--- src/rtl/number_entry_fsm.sv ---
// Keypad number entry: collects up to DIGITS BCD digits plus a sign, then runs a
// fixed-length Horner conversion into a signed WIDTH-bit operand.
module number_entry_fsm #(
   parameter int DIGITS = 4,
   parameter int WIDTH  = 16
) (
   input  logic                         clk,
   input  logic                         reset,
   input  logic                         key_valid,
   input  logic [3:0]                   key_code,
   output logic                         ready,
   output logic [4*DIGITS-1:0]          display_bcd,
   output logic [$clog2(DIGITS+1)-1:0]  digit_count,
   output logic                         full,
   output logic                         negative,
   output logic [WIDTH-1:0]             number,
   output logic                         number_valid
);

   localparam int CW = $clog2(DIGITS + 1);
   localparam int IW = (DIGITS > 1) ? $clog2(DIGITS) : 1;

   typedef enum logic [1:0] {
      S_EMPTY   = 2'd0,
      S_ENTRY   = 2'd1,
      S_CONVERT = 2'd2
   } state_t;

   state_t              r_state;
   logic [4*DIGITS-1:0] r_bcd;
   logic [CW-1:0]       r_count;
   logic                r_neg;
   logic [WIDTH-1:0]    r_acc;
   logic [IW-1:0]       r_idx;
   logic [WIDTH-1:0]    r_number;
   logic                r_valid;

   state_t              w_state_next;
   logic [4*DIGITS-1:0] w_bcd_next;
   logic [CW-1:0]       w_count_next;
   logic                w_neg_next;
   logic [WIDTH-1:0]    w_acc_next;
   logic [IW-1:0]       w_idx_next;
   logic [WIDTH-1:0]    w_number_next;
   logic                w_valid_next;

   logic [4*DIGITS-1:0] w_bcd_shl;
   logic [4*DIGITS-1:0] w_bcd_shr;
   logic [3:0]          w_digit;
   logic [WIDTH-1:0]    w_acc_step;
   logic                w_full;

   // A single-digit buffer has no surviving nibbles to shift, so slice it apart here.
   generate
      if (DIGITS == 1) begin : g_shift_one
         assign w_bcd_shl = key_code;
         assign w_bcd_shr = '0;
      end else begin : g_shift_multi
         assign w_bcd_shl = {r_bcd[4*DIGITS-5:0], key_code};
         assign w_bcd_shr = {4'h0, r_bcd[4*DIGITS-1:4]};
      end
   endgenerate

   assign w_digit    = r_bcd[{r_idx, 2'b00} +: 4];
   assign w_acc_step = (r_acc << 3) + (r_acc << 1) + WIDTH'(w_digit);
   assign w_full     = (r_count == CW'(DIGITS));

   always_ff @(posedge clk) begin
      if (reset) begin
         r_state  <= S_EMPTY;
         r_bcd    <= '0;
         r_count  <= '0;
         r_neg    <= 1'b0;
         r_acc    <= '0;
         r_idx    <= '0;
         r_number <= '0;
         r_valid  <= 1'b0;
      end else begin
         r_state  <= w_state_next;
         r_bcd    <= w_bcd_next;
         r_count  <= w_count_next;
         r_neg    <= w_neg_next;
         r_acc    <= w_acc_next;
         r_idx    <= w_idx_next;
         r_number <= w_number_next;
         r_valid  <= w_valid_next;
      end
   end

   always_comb begin
      w_state_next  = r_state;
      w_bcd_next    = r_bcd;
      w_count_next  = r_count;
      w_neg_next    = r_neg;
      w_acc_next    = r_acc;
      w_idx_next    = r_idx;
      w_number_next = r_number;
      w_valid_next  = 1'b0;

      case (r_state)
         S_EMPTY, S_ENTRY: begin
            if (key_valid) begin
               if (key_code < 4'hA) begin
                  if (!w_full) begin
                     w_bcd_next   = w_bcd_shl;
                     w_count_next = r_count + CW'(1);
                     w_state_next = S_ENTRY;
                  end
               end else begin
                  case (key_code)
                     4'hA: begin
                        if (r_state == S_ENTRY) begin
                           w_state_next = S_CONVERT;
                           w_acc_next   = '0;
                           w_idx_next   = IW'(DIGITS - 1);
                        end
                     end
                     4'hB: begin
                        if (r_state == S_ENTRY) begin
                           w_bcd_next   = w_bcd_shr;
                           w_count_next = r_count - CW'(1);
                           if (r_count == CW'(1)) begin
                              w_state_next = S_EMPTY;
                           end
                        end
                     end
                     4'hC: begin
                        w_bcd_next   = '0;
                        w_count_next = '0;
                        w_neg_next   = 1'b0;
                        w_state_next = S_EMPTY;
                     end
                     4'hD: w_neg_next = ~r_neg;
                     default: ;
                  endcase
               end
            end
         end
         S_CONVERT: begin
            // Every nibble is walked, so latency does not depend on how many digits were typed.
            w_acc_next = w_acc_step;
            w_idx_next = r_idx - IW'(1);
            if (r_idx == '0) begin
               w_number_next = r_neg ? (~w_acc_step + WIDTH'(1)) : w_acc_step;
               w_valid_next  = 1'b1;
               w_bcd_next    = '0;
               w_count_next  = '0;
               w_neg_next    = 1'b0;
               w_state_next  = S_EMPTY;
            end
         end
         default: w_state_next = S_EMPTY;
      endcase
   end

   assign ready        = (r_state != S_CONVERT);
   assign display_bcd  = r_bcd;
   assign digit_count  = r_count;
   assign full         = w_full;
   assign negative     = r_neg;
   assign number       = r_number;
   assign number_valid = r_valid;

endmodule

--- config.mk ---
export PLATFORM = sky130hd
export DESIGN_NAME = number_entry_fsm
export DESIGN_NICKNAME = d
export VERILOG_FILES = /design/src/rtl/number_entry_fsm.sv
export SDC_FILE = /design/constraint.sdc
export NUM_CORES = 1
export LEC_CHECK = 0
export ABC_CLOCK_PERIOD_IN_PS = 6000
export BUFFER_PORTS_ARGS = -buffer_cell sky130_fd_sc_hd__buf_2
export CAP_MARGIN = 10
export CORE_MARGIN = 5
export CORE_UTILIZATION = 41
export CTS_BUF_LIST = sky130_fd_sc_hd__clkbuf_16
export DETAILED_ROUTE_END_ITERATION = 16
export PLACE_DENSITY_LB_ADDON = 0.12
export RECOVER_POWER = 25
export SYNTH_ARGS = -nofsm -noshare
export SYNTH_HDL_FRONTEND = slang
export SYNTH_SLANG_ARGS = --single-unit
--- constraint.sdc ---
create_clock -name clk -period 6 [get_ports clk]
set_input_delay 0.9 -clock clk [delete_from_list [all_inputs] [get_ports clk]]
set_output_delay 0.9 -clock clk [all_outputs]
set_load 0.005 [all_outputs]
Word-level counts from Yosys, hierarchy flattened
Cells that the tools add are included.
Widths: inputs -> output; s select.
- register bits: 56
- input port bits: 7
- output and inout port bits: 39
- word-level logic and storage cells: 90
- add/sub/neg operators: 6
- order comparisons: 1
- eq/ne operators: 21
- shift-type cells: 1
- mux-type cells: 40
- bitwise operators: 3
- reductions and logical operators: 10
- operators by type and width (kind ; number):
    $mux 16 ; 6
    $pmux 16 s2 ; 2
    $mux 15 ; 4
    $pmux 15 s2 ; 1
    $mux 2 ; 11
    $add 16x1->16 const B ; 1
    $add 16x16->16 ; 1
    $add 16x4->16 ; 1
    $eq 4x4->1 const B ; 4
    $not 16->16 ; 1
    $shiftx 16x5->4 ; 1
    $mux 3 ; 5
    $ne 4x4->1 const B ; 3
    $pmux 3 s2 ; 2
    $ne 2x2->1 const B ; 5
    $reduce_and 5->1 ; 2
    $pmux 2 s2 ; 2
    $reduce_and 7->1 ; 1
    $pmux 2 s3 ; 1
    $reduce_and 6->1 ; 1
    $ne 5x2->1 const B ; 1
    $logic_not 2->1 ; 2
    $lt 4x4->1 const B ; 1
    $mux 1 ; 4
    16 further kinds ; 19

Depth between registers and ports, before layout
Gate-level depths: netlist (run 1).
- depth after elaboration: 7
- gate-level depth with buffers: 15
- gate-level depth less buffers: 13

Worst setup path after synthesis (run 1)
OpenSTA, ideal clock, no wires.
- kind: reg2reg
- start: register r_idx[0]
- end: register r_number[15] (netlist: number[15])
- setup time: 0.074 ns
- data arrival time: 4.109 ns
- required time: 5.926 ns
- slack: 1.817 ns
- cell stages (with the launch flop): 14
- path buffers: 1
- period minus slack after synthesis: 4.183 ns
- path through: dfxtp_1 buf_2 mux4_2 inv_1 fa_1 fa_1 xnor2_1 or3b_1 or3_1 nor3_2 nand3b_1 or3b_1 or4_4 a31oi_1
- word-level cells in the longest chain between the ends: 5
- elaborated cells between the ends (all ways): 7
- those cells by class: add/sub (2); shift (1); mux (1); bitwise (1); reduce/logical (2)
- ends and longest elaborated chain (what ; line ; source):
    start, declared ; 34 ; logic [IW-1:0] r_idx;
    start signal, assigned ; 84 ; r_idx <= w_idx_next;
    $shiftx 16x5->4 ; 64 ; assign w_digit = r_bcd[{r_idx, 2'b00} +: 4];
    $add 16x4->16 ; 65 ; assign w_acc_step = (r_acc << 3) + (r_acc << 1) + WIDTH'(w_digit);
    $not 16->16 ; 144 ; w_number_next = r_neg ? (~w_acc_step + WIDTH'(1)) : w_acc_step;
    $add 16x1->16 ; 144 ;
    $mux 16 ; 144 ;
    end signal, assigned ; 85 ; r_number <= w_number_next;
    end, declared ; 35 ; logic [WIDTH-1:0] r_number;
Several ways; a longest one is shown, not always the timed one.
A chain may end at the register's enable or synchronous reset.

Final worst setup path (run 1)
Ends and elaborated chain as after synthesis.

==> impl_metrics.tcl, run 1 <==
set metrics [dict create \
    synth_cells 445 \
    cts_max_path_buffers 2 \
    cts_made_buffers 5 \
    cts.sinks 56 \
    syn_area_per_cell_sq_um 8.29 \
    slew_headroom 0.239 \
    drive_above_1_share 0.113 \
    fin_hold_ws_ns 0.448 \
    worstSetupPathType "flip-flop to flip-flop" \
    first_pass_iters 5 \
    rsz0062_at_grt "false" \
    layout.nets 516 \
    yosys.area_share.simple 0.223 \
    peakVddDrop_v 0.000115 \
    ios 46 \
    synth_top_family_by_area "simple AND/OR/NAND/NOR gates" \
    clk_pin_slew_ns 0.07 \
    synth.cell_area_sq_mm 0.00369 \
    crit_fanout 7 \
    postLayoutCellArea_sq_mm 0.00409 \
    timing.final.crit_share 0.742 \
    fin_crit_ns 4.45 \
    finalSetupViolCount 0 \
    grt_max_degree 60 \
    clockRootBuffer "clkbuf_16" \
    cp-start-kind "flip-flop" \
    placedInstanceArea_sq_mm 0.00397 \
    total_power_mw 0.791 \
    drt_iter0_drc 149 \
    grt_pass1_wl_mm 15.3 \
    insertion_delay_ns 0.29 \
    hold_violations 0 \
    num_rows 34 \
    cp.required_ns 6.22 \
    clock.fmax_mhz 225 \
    min_path_type "flip-flop to flip-flop" \
    ys.warnings.count 0 \
    track_usage 0.161 \
    io_buffers 45 \
    synthAdderAreaFrac 0.119 \
    first_global_vias 3042 \
    synth_cell_types 64 \
    hold_buffers 0 \
    grt-ovfl-total 0 \
    powerDensity_mw_per_mm2 193 \
    status "complete, no violations" \
    dp_hpwl_mm 6.60 \
    ys.flop_type "dfxtp_1" \
    drcViolationCount 0 \
    cts_tree "done" \
    utilization 0.467 \
    wirelength_mm 8.95 \
    die_w_microns 105 \
    muxShareOfSynthArea 0.0329 \
    num_antenna_cells 0 \
    synth-seq-area-share 0.304 \
    cp.arrival_ns 4.67 \
    avgRoutedWirePerCell_microns 15.3 \
    detail-route-antenna-nets 0 \
    post-cts-setup-buffers 0 \
    synthArstFlopShare 0 \
    p_leak_nw 1.74 \
    max-cap-violations 0 \
    setup_tns_ns 0 \
    synth_edf_count 0 \
    die_area_sq_mm 0.0110 \
    end_kind "flip-flop" \
    core_area_sq_mm 0.00876 \
    cts-resized-gates 0 \
    die_h_microns 105 \
    yosys.area_share.xor_xnor 0.0498 \
    synth-compound-area-share 0.221 \
    worst_pin_slew_ns 1.14 \
    synthesis.nets 486 \
    initial_core_util 0.421 \
    h-tree-depth 2 \
    report.final.slew_viol_count 0 \
    skew_ns 0.00548 \
    vias_per_cell 5.68 \
    gp_congestion 0.840 \
    synth_seq_cells 56 \
    vias 3315 \
    area_delta_synth_final_pct 10.9 \
    antenna_found_initial 0 \
]
## synthesized netlist by cell type, types with 3 or more instances
cell type | instances | share of area
a2111o_1 | 3 | 0.0092
nor2b_1 | 5 | 0.0085
xnor2_1 | 8 | 0.019
dfxtp_1 | 56 | 0.30
nand2b_1 | 4 | 0.0068
mux4_2 | 4 | 0.024
inv_1 | 19 | 0.019
and2_1 | 5 | 0.0085
o31ai_1 | 5 | 0.010
nand2_1 | 31 | 0.032
nor2_1 | 58 | 0.059
a211oi_1 | 13 | 0.026
or3_1 | 5 | 0.0085
a221oi_1 | 12 | 0.028
and3_1 | 6 | 0.010
xor2_1 | 13 | 0.031
a21oi_1 | 30 | 0.041
o211ai_1 | 4 | 0.0081
nand3b_1 | 4 | 0.0081
clkbuf_1 | 19 | 0.019
buf_1 | 3 | 0.0031
o21a_1 | 3 | 0.0061
o21ai_0 | 8 | 0.011
a22oi_1 | 12 | 0.024
a31oi_1 | 5 | 0.0085
nand3_1 | 10 | 0.014
a21o_1 | 4 | 0.0081
ha_1 | 32 | 0.11
nor3_1 | 20 | 0.027
## critical path, stage by stage (launching register included)
cell	delay, ns
dfxtp_1	0.51
mux4_2	0.54
inv_1	0.08
fa_1	0.45
fa_1	0.47
xnor2_1	0.19
or3b_1	0.40
or3_1	0.35
nor3_2	0.18
nand3b_1	0.12
or3b_1	0.44
or4_4	0.49
a31oi_1	0.16
## layout make-up
cell class	instances	area, sq um
sequential	56	1120
multi-input combinational	344	2390
fill	894	4670
inverter	20	75.1
clock buffer	5	125
timing repair buffer	48	229
tap	108	135
clock inverter	3	20.0
## registers in the layout, indices dropped and copies added, names as in the netlist
register / flops
digit_count: 3
display_bcd: 16
negative: 1
number: 16
number_valid: 1
r_acc: 15
r_idx: 2
r_state: 2
## per-layer routing
metal  vias to the layer above  GRT usage  routed length (microns)
li1                       1694          -                        -
met3                         6     0.0222                      432
met5                         -          0                        0
met1                      1542      0.248                     4610
met4                         0     0.0292                       65
met2                        73      0.241                     3840
## cells in the final DEF, fill, tap and decap left out, types with 3 or more instances in the layout
cell type  netlist  routed
a2111o_1         3       3
a211oi_1        13      13
a21o_1           4       4
a21oi_1         30      30
a221oi_1        12      12
a22oi_1         12      12
a31oi_1          5       5
and2_1           5       5
and3_1           6       6
buf_2            1      33
clkbuf_1        19      13
clkbuf_16        0       5
dfxtp_1         56      56
ha_1            32      32
inv_1           19      20
mux4_2           4       4
nand2_1         31      31
nand2b_1         4       4
nand3_1         10      10
nand3b_1         4       4
nor2_1          58      58
nor2b_1          5       5
nor3_1          20      20
o211ai_1         4       4
o21a_1           3       3
o21ai_0          8       8
o31ai_1          5       5
or3_1            5       5
xnor2_1          8       8
xor2_1          13      13
## power breakdown
part | switching, mW | internal (mW)
Combinational | 0.0611 | 0.0437
Clock | 0.136 | 0.154
Sequential | 0.0139 | 0.383
Total | 0.211 | 0.581
## cell families after synthesis
group | after synthesis
buf+inv | 45
simple gates | 167
compound gates | 115
mux | 7
flops | 56
fa+ha+maj | 34
xor+xnor | 21
## worst paths after layout
| check | start | slack [ns] | depth (start not counted) | endpoint |
|---|---|---|---|---|
| worst max-delay path | r_idx[0] | 1.55 | 12 | number[15] |
| worst min-delay path | number[3] | 0.45 | 2 | number[3] |
| worst max register to register | r_idx[0] | 1.55 | 12 | number[15] |
| worst min register to register | number[3] | 0.45 | 2 | number[3] |
## stage by stage
stage	worst slack (ns)	instances
detailed placement	1.55	576
floorplan	1.82	445
CTS	1.53	584
global route	1.29	584
finish	1.55	584
global placement	1.60	576
Note: power is estimated with default switching activity, not from simulation.
==> run 2: changes to the inputs <==
- ABC_AREA: unset -> 1
- ABC_CLOCK_PERIOD_IN_PS: 6000 -> 4500
- clock period: 6 -> 4.5 ns (I/O delays scaled with it)
==> run 2 against run 1 <==
Total power is 38% higher. Sequential cell count is the same. Clock skew up 0.00082 ns. Critical endpoint is now number[14]. Largest power group unchanged. Highest routed layer unchanged.
==> impl_metrics.tcl, run 2 <==
set metrics [dict create \
    rrSetupSlack_ns 1.14 \
    hold_path_end "r_acc[13]" \
    postLayoutCellArea_sq_mm 0.00446 \
    drive_above_1_share 0.107 \
    core_area_sq_mm 0.00968 \
    cpMostUsedCell "nand2_1" \
    initial_core_util 0.416 \
    cts_max_path_buffers 2 \
    rsz0062_at_grt "false" \
    fin_hold_ws_ns 0.475 \
    clk_pin_slew_ns 0.07 \
    synth_area_leaders "dfxtp_1, nand2_1, ha_1" \
    cp-start-kind "flip-flop" \
    syn_area_per_cell_sq_um 6.53 \
    first_global_vias 3920 \
    timing.final.crit_share 0.746 \
    r2r_end "number[14]" \
    insertion_delay_ns 0.29 \
    drt_iter0_drc 142 \
    cp.arrival_ns 3.55 \
    vias_per_cell 5.02 \
    skew_ns 0.00630 \
    placedInstanceArea_sq_mm 0.00434 \
    cp-startpoint "r_idx[0]" \
    synth_cell_types 41 \
    synth.cell_area_sq_mm 0.00402 \
    path_cells "clkinv_1 -> o21ai_0 -> a21oi_1 -> a21oi_1 -> ha_1 -> ha_1 -> inv_1 -> fa_1 -> inv_1 -> nand2_1 -> nand2_1 -> nand3_1 -> nand2_1 -> inv_1 -> nor2_1 -> nand2_1 -> nor2_1 -> nand2_1 -> nand2_2 -> nand2_1 -> nand2_1 -> nand3_1 -> nand2_1 -> inv_1" \
    synth_top_area_cell "dfxtp_1" \
    die_area_sq_mm 0.0119 \
    grt_pass1_wl_mm 18.2 \
    max-cap-violations 0 \
    peakVddDrop_v 0.000146 \
    fin_crit_ns 3.36 \
    hp-start "r_acc[13]" \
    end_kind "flip-flop" \
    final_common_cell "nand2_1" \
    place_ws_ns 1.17 \
    sequentialPowerShare 0.489 \
    slowest_stage "dfxtp_1" \
    grt_max_degree 30 \
    area_delta_synth_final_pct 10.8 \
    drcViolationCount 0 \
    synth_seq_cells 56 \
    synth-seq-area-share 0.279 \
    avgRoutedWirePerCell_microns 13.4 \
    cts_tree "done" \
    reg2reg_depth 24 \
    first_pass_iters 4 \
    synthesis.nets 657 \
    worstSetupPathType "flip-flop to flip-flop" \
    vias 3952 \
    die_w_microns 109 \
    report.final.slew_viol_count 0 \
    netlist.area_leader.share 0.279 \
    r2r_start "r_idx[0]" \
    layout_common_cells "nand2_1, inv_1, dfxtp_1, a21oi_1, nor2_1" \
    detail-route-antenna-nets 0 \
    wirelength_mm 10.5 \
    cts_made_buffers 5 \
    hold_buffers 0 \
    powerDensity_mw_per_mm2 244 \
    min_path_type "flip-flop to flip-flop" \
    utilization 0.460 \
    slew_headroom 0.331 \
    post-cts-setup-buffers 0 \
    p_leak_nw 2.27 \
    slowest_delay_ns 0.52 \
    setup_ws_ns 1.14 \
    worst_pin_slew_ns 1.00 \
    dp_hpwl_mm 8.24 \
    finalSetupViolCount 0 \
    synth_cells 616 \
    p_sw_frac 0.282 \
    pwr-share-clk 0.352 \
    num_rows 36 \
    clockRootBuffer "clkbuf_16" \
    io_buffers 45 \
    layout.nets 694 \
    h-tree-depth 2 \
    cts.sinks 56 \
    cp.required_ns 4.69 \
    num_antenna_cells 0 \
    ios 46 \
    antenna_found_initial 0 \
    hold_violations 0 \
    status "complete, no violations" \
    cts-resized-gates 0 \
    intPower_mw 0.781 \
    clock.fmax_mhz 298 \
    grt-ovfl-total 0 \
    track_usage 0.190 \
    synthTopCellsByCount "nand2_1, inv_1, dfxtp_1" \
    min_path_cells 2 \
    ys.flop_type "dfxtp_1" \
    p_comb_frac 0.160 \
    yosysMostFrequentCell "nand2_1" \
    synthArstFlopShare 0 \
    die_h_microns 109 \
    synth_edf_count 0 \
    p_sw_mw 0.307 \
    ys.warnings.count 0 \
    setup_tns_ns 0 \
    gp_congestion 0.903 \
    crit_fanout 12 \
]
-- run 2: changes by cell type after synthesis, moves of 11 or more --
cell,delta
nand2_1,+147
inv_1,+68
nand3_1,+25
o21ai_0,+20
a21oi_1,+16
nor3_1,-16
nor2_1,-15
clkbuf_1,-12
a221oi_1,-11
-- run 2: through the flow --
stage,power (mW),std cells
2_1_floorplan,0.667,616
3_3_place_gp,0.716,779
3_5_place_dp,0.720,779
4_1_cts,1.11,787
5_1_grt,1.15,787
6_report,1.09,787
-- run 2: kinds of logic after synthesis --
kind of cell               Yosys count  share of synthesized area
and+or+nand+nor                    291                      0.310
xor gates and xnor gates             8                     0.0174
adders and majority gates           34                      0.109
AOI/OAI and AO/OA                  113                      0.170
buffers and inverters              114                      0.115
DFF                                 56                      0.279
-- run 2: worst max path at each step --
| stage | depth (start not counted) | endpoint | slack [ns] |
|---|---|---|---|
| floorplan | 18 | number[11] | 1.63 |
| global placement | 20 | number[11] | 1.31 |
| detailed placement | 24 | number[14] | 1.17 |
| CTS | 24 | number[14] | 1.14 |
| global route | 24 | number[14] | 0.57 |
| finish | 24 | number[14] | 1.14 |
-- run 2: final cells by class --
class                      count  area, sq um
clock inverter                 3         16.3
fill                        1077         5230
multi-input combinational    446         2440
inverter                      96          363
tap                          133          166
clock buffer                   5          125
sequential                    56         1120
timing repair buffer          48          226
-- run 2: layer usage --
layer | GRT usage | wire, microns | up-vias | share of wire
met4 | 0.0577 | 189 | 0 | 0.018
met5 | 0 | 0 | - | 0
li1 | - | - | 2079 | -
met2 | 0.354 | 5500 | 50 | 0.52
met1 | 0.224 | 4630 | 1813 | 0.44
met3 | 0.0231 | 223 | 10 | 0.021
-- run 2: critical path, delay by kind of cell, from the launching register on --
kind                     cells  cell delay, ns
AO/OA/AOI/OAI                3            0.42
adder cells (fa/ha/maj)      3            0.74
buffers and inverters        5            0.58
flip-flops                   1            0.52
AND/OR/NAND/NOR             13            1.03
-- run 2: power groups by stage --
stage | Combinational (mW) | Sequential, mW | Clock, mW
after global routing | 0.198 | 0.535 | 0.417
after global placement | 0.173 | 0.543 | 0
final | 0.174 | 0.532 | 0.383
after detailed placement | 0.176 | 0.543 | 0
after CTS | 0.177 | 0.532 | 0.397
after floorplan | 0.128 | 0.539 | 0
==> run 3: changes to the inputs <==
- ABC_CLOCK_PERIOD_IN_PS: 4500 -> 2700
- clock period: 4.5 -> 2.7 ns (I/O delays scaled with it)
==> run 3 against run 2 <==
The flow now finishes with violations (setup timing). Cell area is 15% higher. Critical path depth down 6. Critical path type unchanged. Utilization is 6.7 points higher. Final cell count rose by 7.0%. Non-clock buffer count is 55 higher. Sequential cell count stayed put. Clock skew is 0.0059 ns higher. Combinational power grew 120%. Global-route usage is 0.22 points lower. Worst hold slack got worse by 0.053 ns.
==> impl_metrics.tcl, run 3 (same netlist as run 2, synthesis figures left out) <==
set metrics [dict create \
    status "complete, but fails checks" \
    violations "setup timing" \
    grt-ovfl-total 0 \
    first_global_vias 4005 \
    pwr-share-clk 0.348 \
    vias 4165 \
    hold_path_end "negative" \
    slowest_stage "fa_2" \
    num_rows 36 \
    report.final.slew_viol_count 0 \
    hold_violations 0 \
    antenna_found_initial 0 \
    place_ws_ns -0.246 \
    vias_per_cell 4.95 \
    ios 46 \
    hold_buffers 0 \
    worst_pin_slew_ns 0.745 \
    end_kind "flip-flop" \
    layout.nets 749 \
    finalSetupViolCount 9 \
    max-cap-violations 0 \
    drive_above_1_share 0.248 \
    avgRoutedWirePerCell_microns 12.6 \
    insertion_delay_ns 0.30 \
    clockRootBuffer "clkbuf_16" \
    place_inst 827 \
    final_common_cell "nand2_1" \
    intPower_mw 1.37 \
    r2r_start "r_idx[0]" \
    cts_tree "done" \
    io_buffers 45 \
    p_leak_nw 2.58 \
    rrSetupSlack_ns -0.16 \
    min_path_cells 3 \
    grt_pass1_wl_mm 18.2 \
    drt_iter0_drc 140 \
    layout_common_cells "nand2_1, inv_1, buf_4, dfxtp_1" \
    fin_crit_ns 2.86 \
    track_usage 0.188 \
    first_pass_iters 6 \
    clock.fmax_mhz 349 \
    drcViolationCount 0 \
    r2r_end "number[14]" \
    gp_congestion 0.874 \
    cts_made_buffers 5 \
    core_area_sq_mm 0.00968 \
    clk_pin_slew_ns 0.08 \
    cts.sinks 56 \
    p_sw_mw 0.562 \
    num_antenna_cells 0 \
    layoutNonFillerInstCount 842 \
    slew_headroom 0.500 \
    wirelength_mm 10.6 \
    skew_ns 0.0122 \
    utilization 0.527 \
    cpMostUsedCell "nand2_1" \
    die_w_microns 109 \
    h-tree-depth 2 \
    initial_core_util 0.416 \
    crit_fanout 7 \
    slowest_delay_ns 0.60 \
    min_path_type "input port to flip-flop" \
    powerDensity_mw_per_mm2 379 \
    cp-start-kind "flip-flop" \
    worstSetupPathType "flip-flop to flip-flop" \
    die_area_sq_mm 0.0119 \
    cp.arrival_ns 3.07 \
    fin_hold_ws_ns 0.422 \
    hp-start "key_code[0]" \
    reg2reg_depth 18 \
    dp_hpwl_mm 8.32 \
    p_sw_frac 0.290 \
    grt_max_degree 30 \
    fillerInstances 1013 \
    cp.required_ns 2.90 \
    path_cells "buf_6 -> a21oi_4 -> a21oi_2 -> fa_1 -> fa_2 -> nand3_2 -> nor2_1 -> nand2_1 -> nor2_1 -> nand2_2 -> nor2_1 -> nand2_1 -> nand2_2 -> nand2_1 -> nand2_1 -> nand3_1 -> nand2_1 -> inv_1" \
    peakVddDrop_v 0.000245 \
    area_delta_synth_final_pct 26.9 \
    setup_ws_ns -0.164 \
    detail-route-antenna-nets 0 \
    cts_max_path_buffers 2 \
    die_h_microns 109 \
    p_comb_frac 0.199 \
    sequentialPowerShare 0.453 \
    rsz0062_at_grt "true" \
    timing.final.crit_share 1.06 \
]
-- run 3: cell types whose count changed in the layout (fill, tap and decap cells not counted), moves of 4 or more --
cell     before  now
a21oi_1      46   42
nand3_1      35   26
nand2_2       8   21
inv_2         6   11
nand2_1     178  164
inv_1        89   82
ha_1         32   28
nand3_2       3   10
o21ai_0      28   21
buf_4         3   55
-- run 3: cell type report --
class / count / area [sq um] / area share
clock buffers: 5 / 125 / 0.0245
well taps: 133 / 166 / 0.0326
repair buffers: 103 / 654 / 0.128
inverters: 96 / 368 / 0.0720
flip-flops and latches: 56 / 1130 / 0.221
clock inverters: 3 / 26.3 / 0.00515
multi-input cells: 446 / 2640 / 0.517
-- run 3: routing by layer --
layer,wire length [microns],GRT usage,part of all wire
met1,4540,0.220,0.43
met2,5620,0.354,0.53
met3,335,0.0302,0.032
met4,110,0.0442,0.010
met5,0,0,0
-- run 3: worst max-delay path by stage --
stage          startpoint  depth (start not counted)  slack (ns)    endpoint
3_5_place_dp     r_idx[0]                         20       -0.25  number[11]
3_3_place_gp     r_idx[0]                         24       -0.22  number[14]
6_report         r_idx[0]                         18       -0.16  number[14]
5_1_grt          r_idx[0]                         18       -0.38  number[14]
4_1_cts          r_idx[0]                         22       -0.12  number[15]
2_1_floorplan    r_idx[0]                         19       -0.01  number[14]
-- run 3: stage by stage --
stage | setup TNS (ns) | area, sq um | power, mW
after floorplan | -0.0232 | 4040 | 1.11
after global placement | -1.54 | 4710 | 1.24
after detailed placement | -1.86 | 4710 | 1.25
after CTS | -0.786 | 4970 | 1.94
after global routing | -3.04 | 5110 | 2.05
final | -1.11 | 5110 | 1.94
-- run 3: critical path, delay by kind of cell (launching register included) --
| family | cells | cell delay [ns] |
|---|---|---|
| adder cells (fa/ha/maj) | 2 | 1.10 |
| AO/OA/AOI/OAI | 2 | 0.19 |
| AND/OR/NAND/NOR | 12 | 0.93 |
| flip-flops | 1 | 0.39 |
| buffers and inverters | 2 | 0.16 |
-- run 3: timing repair --
item                       in CTS  in global routing
setup endpoints to repair      11                 17
resized for setup              27                 32
pin swaps                      27                 13
setup buffers                   4                  3
-- run 3: power by group through the flow --
stage                     clock network [mW]  registers (mW)  logic, mW
final                                  0.675           0.877      0.385
after global routing                   0.734           0.881      0.434
after CTS                              0.695           0.876      0.370
after detailed placement                   0           0.896      0.353
after global placement                     0           0.896      0.349
after floorplan                            0           0.899      0.213
